<file path="src/rtl/shift_add_mult_pkg.sv">
// Shared types and sizing helpers for the shift-and-add multiplier.
package shift_add_mult_pkg;

  localparam int unsigned DEFAULT_WIDTH = 4;

  // Controller states: waiting, iterating, result-valid pulse.
  typedef enum logic [1:0] {
    S_IDLE = 2'd0,
    S_RUN  = 2'd1,
    S_DONE = 2'd2
  } state_t;

  // Iteration counter width; must be able to hold WIDTH itself.
  function automatic int unsigned cnt_width(input int unsigned width);
    return $clog2(width + 1);
  endfunction

endpackage

</file>
<file path="src/rtl/sam_step.sv">
// One shift-and-add iteration: conditional add/subtract of the multiplicand
// into the accumulator, plus the bit that refills the accumulator MSB.
module sam_step #(
  parameter int unsigned WIDTH = 4
) (
  input  logic [WIDTH:0]   acc,
  input  logic [WIDTH-1:0] mcand,
  input  logic             mplr_lsb,
  input  logic             sgn,
  input  logic             last,
  output logic [WIDTH:0]   acc_sum_c,
  output logic             shift_in_c
);

  // Sum is one bit wider than ACC so its MSB is the true sign (signed) or carry (unsigned).
  localparam int unsigned SUM_W = WIDTH + 2;

  logic [SUM_W-1:0] acc_ext;
  logic [SUM_W-1:0] mcand_ext;
  logic [SUM_W-1:0] addend;
  logic [SUM_W-1:0] sum;

  // Extend operands per mode; the final signed step weights the multiplier MSB negatively.
  always_comb begin
    acc_ext    = sgn ? {acc[WIDTH], acc} : {1'b0, acc};
    mcand_ext  = sgn ? {{2{mcand[WIDTH-1]}}, mcand} : {2'b00, mcand};
    addend     = mplr_lsb ? mcand_ext : '0;
    sum        = (sgn && last) ? (acc_ext - addend) : (acc_ext + addend);
    acc_sum_c  = sum[WIDTH:0];
    shift_in_c = sum[SUM_W-1];
  end

endmodule

</file>
<file path="src/rtl/shift_add_mult.sv">
// Sequential WIDTH x WIDTH shift-and-add multiplier, unsigned or two's-complement
// per operation, with START/READY/BUSY/DONE handshake and a held product register.
module shift_add_mult
  import shift_add_mult_pkg::*;
#(
  parameter int unsigned WIDTH = DEFAULT_WIDTH
) (
  input  logic                          CK,
  input  logic                          RSTN,
  input  logic                          START,
  input  logic [WIDTH-1:0]              A,
  input  logic [WIDTH-1:0]              B,
  input  logic                          SGN,
  output logic [2*WIDTH-1:0]            P,
  output logic                          READY,
  output logic                          BUSY,
  output logic                          DONE,
  output logic [cnt_width(WIDTH)-1:0]   CNT
);

  localparam int unsigned       CNT_W    = cnt_width(WIDTH);
  localparam logic [CNT_W-1:0]  LAST_CNT = CNT_W'(WIDTH - 1);

  state_t               state_q, state_d;
  logic [WIDTH:0]       acc_q, acc_d;
  logic [WIDTH-1:0]     mcand_q, mcand_d;
  logic [WIDTH-1:0]     mplr_q, mplr_d;
  logic                 sgn_q, sgn_d;
  logic [CNT_W-1:0]     cnt_q, cnt_d;
  logic [2*WIDTH-1:0]   p_q, p_d;
  logic                 ready_q, ready_d;
  logic                 busy_q, busy_d;
  logic                 done_q, done_d;

  logic                 last_c;
  logic [WIDTH:0]       acc_sum_c;
  logic                 shift_in_c;

  assign last_c = (cnt_q == LAST_CNT);

  // Datapath for one iteration.
  sam_step #(
    .WIDTH (WIDTH)
  ) u_step (
    .acc        (acc_q),
    .mcand      (mcand_q),
    .mplr_lsb   (mplr_q[0]),
    .sgn        (sgn_q),
    .last       (last_c),
    .acc_sum_c  (acc_sum_c),
    .shift_in_c (shift_in_c)
  );

  // Next-state, datapath update and registered output decode.
  always_comb begin
    state_d = state_q;
    acc_d   = acc_q;
    mcand_d = mcand_q;
    mplr_d  = mplr_q;
    sgn_d   = sgn_q;
    cnt_d   = cnt_q;
    p_d     = p_q;

    case (state_q)
      S_IDLE, S_DONE: begin
        if (START) begin
          mcand_d = A;
          mplr_d  = B;
          sgn_d   = SGN;
          acc_d   = '0;
          cnt_d   = '0;
          state_d = S_RUN;
        end else if (state_q == S_DONE) begin
          state_d = S_IDLE;
        end
      end
      S_RUN: begin
        // Shift {sum, MPLR} right by one, refilling the MSB with sign/carry.
        acc_d  = {shift_in_c, acc_sum_c[WIDTH:1]};
        mplr_d = {acc_sum_c[0], mplr_q[WIDTH-1:1]};
        cnt_d  = cnt_q + CNT_W'(1);
        if (last_c) begin
          p_d     = {acc_sum_c, mplr_q[WIDTH-1:1]};
          state_d = S_DONE;
        end
      end
      default: state_d = S_IDLE;
    endcase

    ready_d = (state_d != S_RUN);
    busy_d  = (state_d == S_RUN);
    done_d  = (state_d == S_DONE);
  end

  // State and datapath registers.
  always_ff @(posedge CK or negedge RSTN) begin
    if (!RSTN) begin
      state_q <= S_IDLE;
      acc_q   <= '0;
      mcand_q <= '0;
      mplr_q  <= '0;
      sgn_q   <= 1'b0;
      cnt_q   <= '0;
      p_q     <= '0;
      ready_q <= 1'b1;
      busy_q  <= 1'b0;
      done_q  <= 1'b0;
    end else begin
      state_q <= state_d;
      acc_q   <= acc_d;
      mcand_q <= mcand_d;
      mplr_q  <= mplr_d;
      sgn_q   <= sgn_d;
      cnt_q   <= cnt_d;
      p_q     <= p_d;
      ready_q <= ready_d;
      busy_q  <= busy_d;
      done_q  <= done_d;
    end
  end

  assign P     = p_q;
  assign READY = ready_q;
  assign BUSY  = busy_q;
  assign DONE  = done_q;
  assign CNT   = cnt_q;

endmodule

</file>
<file path="config.mk">
export PLATFORM = sky130hd
export DESIGN_NAME = shift_add_mult
export DESIGN_NICKNAME = d
export VERILOG_FILES = /design/src/rtl/shift_add_mult_pkg.sv /design/src/rtl/sam_step.sv /design/src/rtl/shift_add_mult.sv
export SDC_FILE = /design/constraint.sdc
export NUM_CORES = 1
export LEC_CHECK = 0
export CELL_PAD_IN_SITES_DETAIL_PLACEMENT = 0
export CELL_PAD_IN_SITES_GLOBAL_PLACEMENT = 1
export CORE_ASPECT_RATIO = 0.6
export CORE_MARGIN = 2
export CORE_UTILIZATION = 40
export CTS_CLUSTER_SIZE = 14
export DETAILED_ROUTE_END_ITERATION = 7
export PLACE_DENSITY_LB_ADDON = 0.05
export SETUP_SLACK_MARGIN = 0.3
export SLEW_MARGIN = 20
export SYNTH_ARGS = -nofsm -noshare
export SYNTH_HDL_FRONTEND = slang
export SYNTH_SLANG_ARGS = --single-unit
export TNS_END_PERCENT = 5
</file>
<file path="constraint.sdc">
create_clock -name CK -period 5.65 [get_ports CK]
set_clock_uncertainty 0.2 [all_clocks]
set_input_delay 1.13 -clock CK [delete_from_list [all_inputs] [get_ports CK]]
set_output_delay 1.13 -clock CK [all_outputs]
set_load 0.01 [all_outputs]
</file>
Word-level counts from Yosys, hierarchy flattened. Cells that the tools add are included.

Add/subtract/negate cells: 3. Reduce and logical (&&, ||, !) cells: 7. Mux-type cells: 14. Eq/ne operators: 7.

Operator list (number): two-way mux 6 bit (4); case mux 5 bit (2 select lines) (1); case mux 4 bit (2 select lines) (1); adder 6 bit (1); two-way mux 2 bit (3); case mux 3 bit (2 select lines) (1); AND reduction 2 bit (3); subtractor 6 bit (1); two-way mux 5 bit (1); == test 2 x 1 -> 1 bit (second input constant) (2); == test 2 bit (second input constant) (2); two-way mux 4 bit (1); case mux 2 bit (2 select lines) (1); adder 3 x 1 -> 3 bit (second input constant) (1); == test 3 x 2 -> 1 bit (second input constant) (1); two-way mux 3 bit (1); logical NOT 2 bit (1); inequality test 2 x 1 -> 1 bit (second input constant) (1); inequality test 2 bit (second input constant) (1); nonzero test 2 bit (1); OR reduction 2 bit (1); logical AND 1 bit (1).

Register bits after elaboration: 30. Bits of input ports: 12. Logic and storage cells: 41.

Logic depth before layout (Yosys ltp).
Word-level depth: 5. Depth in mapped cells: 12. Gate-level depth less buffers: 11.

Modules after synthesis. A second synthesis with hierarchy kept.

Cell total of the unflattened synthesis: 149. Area, all modules: 1604.0 µm².

By module, submodules not included: shift_add_mult (area each 1258.7 µm², cells each 102, sequential area each 752.0 µm², times used 1); sam_step (area each 345.3 µm², cells each 47, sequential area each 0.0 µm², times used 1).

Worst setup path before layout. Ideal clock, no wire load.

Kind: register to register. From: register cnt_q[0] (netlist: CNT[0]). To: register acc_q[2]. Path slack: 2998 ps. Period minus slack after synthesis: 2652 ps. Buffers on the path: 1. Library setup time: 82 ps. Arrival time: 2370 ps. Cell stages (with the launch flop): 12. Cells stage by stage: dfrtp_1 -> ha_1 -> ha_1 -> buf_2 -> nand2_1 -> nor2_1 -> a21oi_1 -> ha_1 -> nor2b_1 -> o31a_1 -> a211o_1 -> a31oi_1.

Word-level cells in the longest chain between the ends: 4.

RTL lines: start, declared (line shift_add_mult.sv:29) `logic [CNT_W-1:0] cnt_q, cnt_d;`; start signal, assigned (line shift_add_mult.sv:114) `cnt_q <= cnt_d;`; == test 3 x 2 -> 1 bit (line shift_add_mult.sv:39) `assign last_c = (cnt_q == LAST_CNT);`; logical AND 1 bit (line sam_step.sv:28) `sum = (sgn && last) ? (acc_ext - addend) : (acc_ext + addend);`; two-way mux 6 bit (line sam_step.sv:28); case mux 5 bit (2 select lines) (line shift_add_mult.sv:64) `case (state_q)`; end signal, assigned (line shift_add_mult.sv:99) `acc_q <= '0;`; end signal, assigned (line shift_add_mult.sv:110) `acc_q <= acc_d;`; end, declared (line shift_add_mult.sv:25) `logic [WIDTH:0] acc_q, acc_d;`.

Every way passes these cells. A chain may end at the register's enable or synchronous reset.

Final worst setup path.
From: register cnt_q[0] (netlist: CNT[0]). To: register acc_q[3].

The elaborated chain is that of the path after synthesis.

==> flow_summary.json <==
{
  "run_status": "complete, no violations",
  "path_class": "flip-flop to flip-flop",
  "slew_headroom_pct": 59.93,
  "leakage_nw": 0.8578,
  "io_pins": 26,
  "slowest_delay_ps": 460,
  "worst_slew_pin_slew_ps": 601.1,
  "multi_input_area_um2": 777.0,
  "cp.arrival_ps": 2900,
  "wl_per_cell_um": 15.57,
  "period_needed_ps": 2898,
  "synth.ff_latch_count": 30,
  "holdWs_ps": 276.4,
  "swShare_pct": 40.03,
  "critical_path_required_ps": 5660,
  "cap_violations": 0,
  "postSynthCellCount": 146,
  "async_flop_share_pct": 100.0,
  "syn_avg_cell_area_um2": 10.85,
  "viasPerCell": 5.294,
  "clock_sinks": 30,
  "syn-num-nets": 167,
  "clock_path_buffers": 2,
  "routed_wl_mm": 3.441,
  "p_switching_mw": 0.6071,
  "cts_made_buffers": 5,
  "dpl.hpwl_mm": 2.544,
  "clk_latency_ps": 290,
  "power_frac_seq_pct": 29.3,
  "ys.flop_type": "dfrtp_1",
  "cts_setup_buffers": 0,
  "ys_seq_area_share_pct": 47.47,
  "grt_pass1_wl_mm": 5.871,
  "grt_usage_pct": 17.96,
  "cts_hold_buffers": 0,
  "cts_resized": 0,
  "endpoint_kind": "flip-flop",
  "cp-start-kind": "flip-flop",
  "synth-edff-count": 0,
  "path_buf_inv": 0,
  "layout_common_cells": "dfrtp_1, clkdlybuf4s50_1, nand2_1, mux2_2, a21oi_1",
  "fin_nets": 194,
  "dieHeight_um": 52.75,
  "powerDensity_mw_per_mm2": 765.3,
  "synthToLayoutAreaGrowth_pct": 25.12,
  "grt_overflow_total": 0,
  "ff_latch_area_um2": 752.0,
  "std_cell_rows": 17,
  "core_area_mm2": 0.003722,
  "cp_top_family": "adder cells",
  "via_count": 1170,
  "antenna_found_initial": 0,
  "ant_nets": 0,
  "dieWidth_um": 85.24,
  "hp-class": "flip-flop to flip-flop",
  "fmax_mhz": 345.1,
  "root_buffer": "clkbuf_8",
  "cts_tree": "yes",
  "period_share_pct": 51.29,
  "path_clk_slew_ps": 60,
  "dieArea_mm2": 0.004496,
  "p_int_mw": 0.9097,
  "pwr-share-comb_pct": 56.7,
  "crit_chain": "ha_1 > ha_1 > nand2_1 > nor2_1 > a21oi_1 > fa_1 > a21o_1 > a21oi_1 > xnor2_1 > nand2b_1 > a31oi_1",
  "synth_cell_type_count": 36,
  "htree_levels": 2,
  "final_max_slew_viol_count": 0,
  "fillerInstances": 318,
  "drive_gt1_share_pct": 13.79,
  "path_max_fanout": 7,
  "grt_max_degree": 31,
  "drtIter0Drc": 83,
  "io_buffers": 25,
  "final_common_cell": "dfrtp_1",
  "clkPwrFrac_pct": 14.0,
  "finalSetupViolations": 0,
  "tns_ps": 0,
  "dp_cells": 213,
  "first_pass_iters": 4,
  "start_util_pct": 42.55,
  "rsz0062_at_grt": "no",
  "antenna_cells": 0,
  "hold_violations": 0,
  "grt_pass1_vias": 1160,
  "peakVddDrop_uv": 332.8,
  "drcViolationCount": 0,
  "cpMaxStageDelayCell": "fa_1",
  "gp_congestion": 0.8154,
  "instances_no_fill": 221,
  "synth_warnings": 0,
  "final_util_pct": 53.24,
  "syn_area_mm2": 0.001584
}
==> cell families (layout without fill, tap and decap cells) <==
family                   after synthesis  in the layout  synth area share (%)
XOR/XNOR                               7              7                 3.871
adder cells (fa/ha/maj)                9              9                 7.583
multiplexers                          15             15                 10.43
flip-flops                            30             30                 47.47
AND/OR/NAND/NOR                       34             34                 11.29
AO/OA/AOI/OAI                         37             37                 15.88
buffers and inverters                 14             42                 3.476
==> final timing paths <==
| kind | start | end | slack, ps | cells after the start |
|---|---|---|---|---|
| min in group asynchronous | RSTN | CNT[1] | 1030 | 2 |
| max in group asynchronous | RSTN | READY | 3910 | 2 |
| worst max register to register | CNT[0] | acc_q[3] | 2750 | 11 |
| worst max-delay path | CNT[0] | acc_q[3] | 2750 | 11 |
| worst min register to register | P[6] | P[6] | 280 | 1 |
| worst min-delay path | P[6] | P[6] | 280 | 1 |
==> cell usage after synthesis, types with 3 or more instances <==
cell      number  area [um2]
dfrtp_1       29       725.7
mux2_2        12       135.1
nand2_1       12       45.04
a21oi_1        9       45.04
ha_1           8       100.1
inv_1          8       30.03
nor2_1         6       22.52
nor2b_1        5       31.28
o21ai_0        5       25.02
a211oi_1       4       30.03
a22o_1         4       35.03
nand2b_1       4       25.02
xnor2_1        4       35.03
a31oi_1        3       18.77
mux2i_1        3       30.03
o22ai_1        3       18.77
xor2_1         3       26.28
==> state kept, by name, indices dropped and copies added, names as in the netlist <==
name / flops
BUSY: 1
mplr_q: 4
READY: 1
DONE: 1
CNT: 3
acc_q: 5
state_q: 2
mcand_q: 4
sgn_q: 1
P: 8
==> worst reg2reg max path, stage by stage (launching register included) <==
cell and delay, ps:
dfrtp_1 400, ha_1 180, ha_1 360, nand2_1 220, nor2_1 130, a21oi_1 80
fa_1 460, a21o_1 180, a21oi_1 180, xnor2_1 180, nand2b_1 100, a31oi_1 160
==> layout make-up <==
| class | instances | share of cell area, % |
|---|---|---|
| Multi-Input combinational cell | 102 | 39.20 |
| Sequential cell | 30 | 37.94 |
| Timing Repair Buffer | 26 | 13.01 |
| Clock buffer | 7 | 3.851 |
| Tap cell | 47 | 2.967 |
| Clock inverter | 1 | 1.515 |
| Inverter | 8 | 1.515 |
==> power by group through the flow <==
stage | Combinational, mW | Sequential, mW | Clock (mW)
after floorplan | 0.610 | 0.420 | 0
after global placement | 0.826 | 0.445 | 0
after detailed placement | 0.846 | 0.448 | 0
after CTS | 0.860 | 0.445 | 0.217
after global routing | 0.950 | 0.469 | 0.229
final | 0.860 | 0.445 | 0.212
==> through the flow <==
step	cell area, um2	setup WS (ps)	total power, mW
after global placement	1876	2513	1.271
after detailed placement	1876	2401	1.295
final	1982	2752	1.517
after floorplan	1584	2998	1.030
after CTS	1982	2711	1.522
after global routing	1982	2546	1.648
==> metal layers <==
layer  wire length, um  up-vias  track usage (%)
met5                 0        -                0
li1                  -      575                -
met2              1300       39            22.79
met3               284        7            6.614
met1              1806      549            26.61
met4                51        0            7.407
Power figures use the tool's default switching activity.
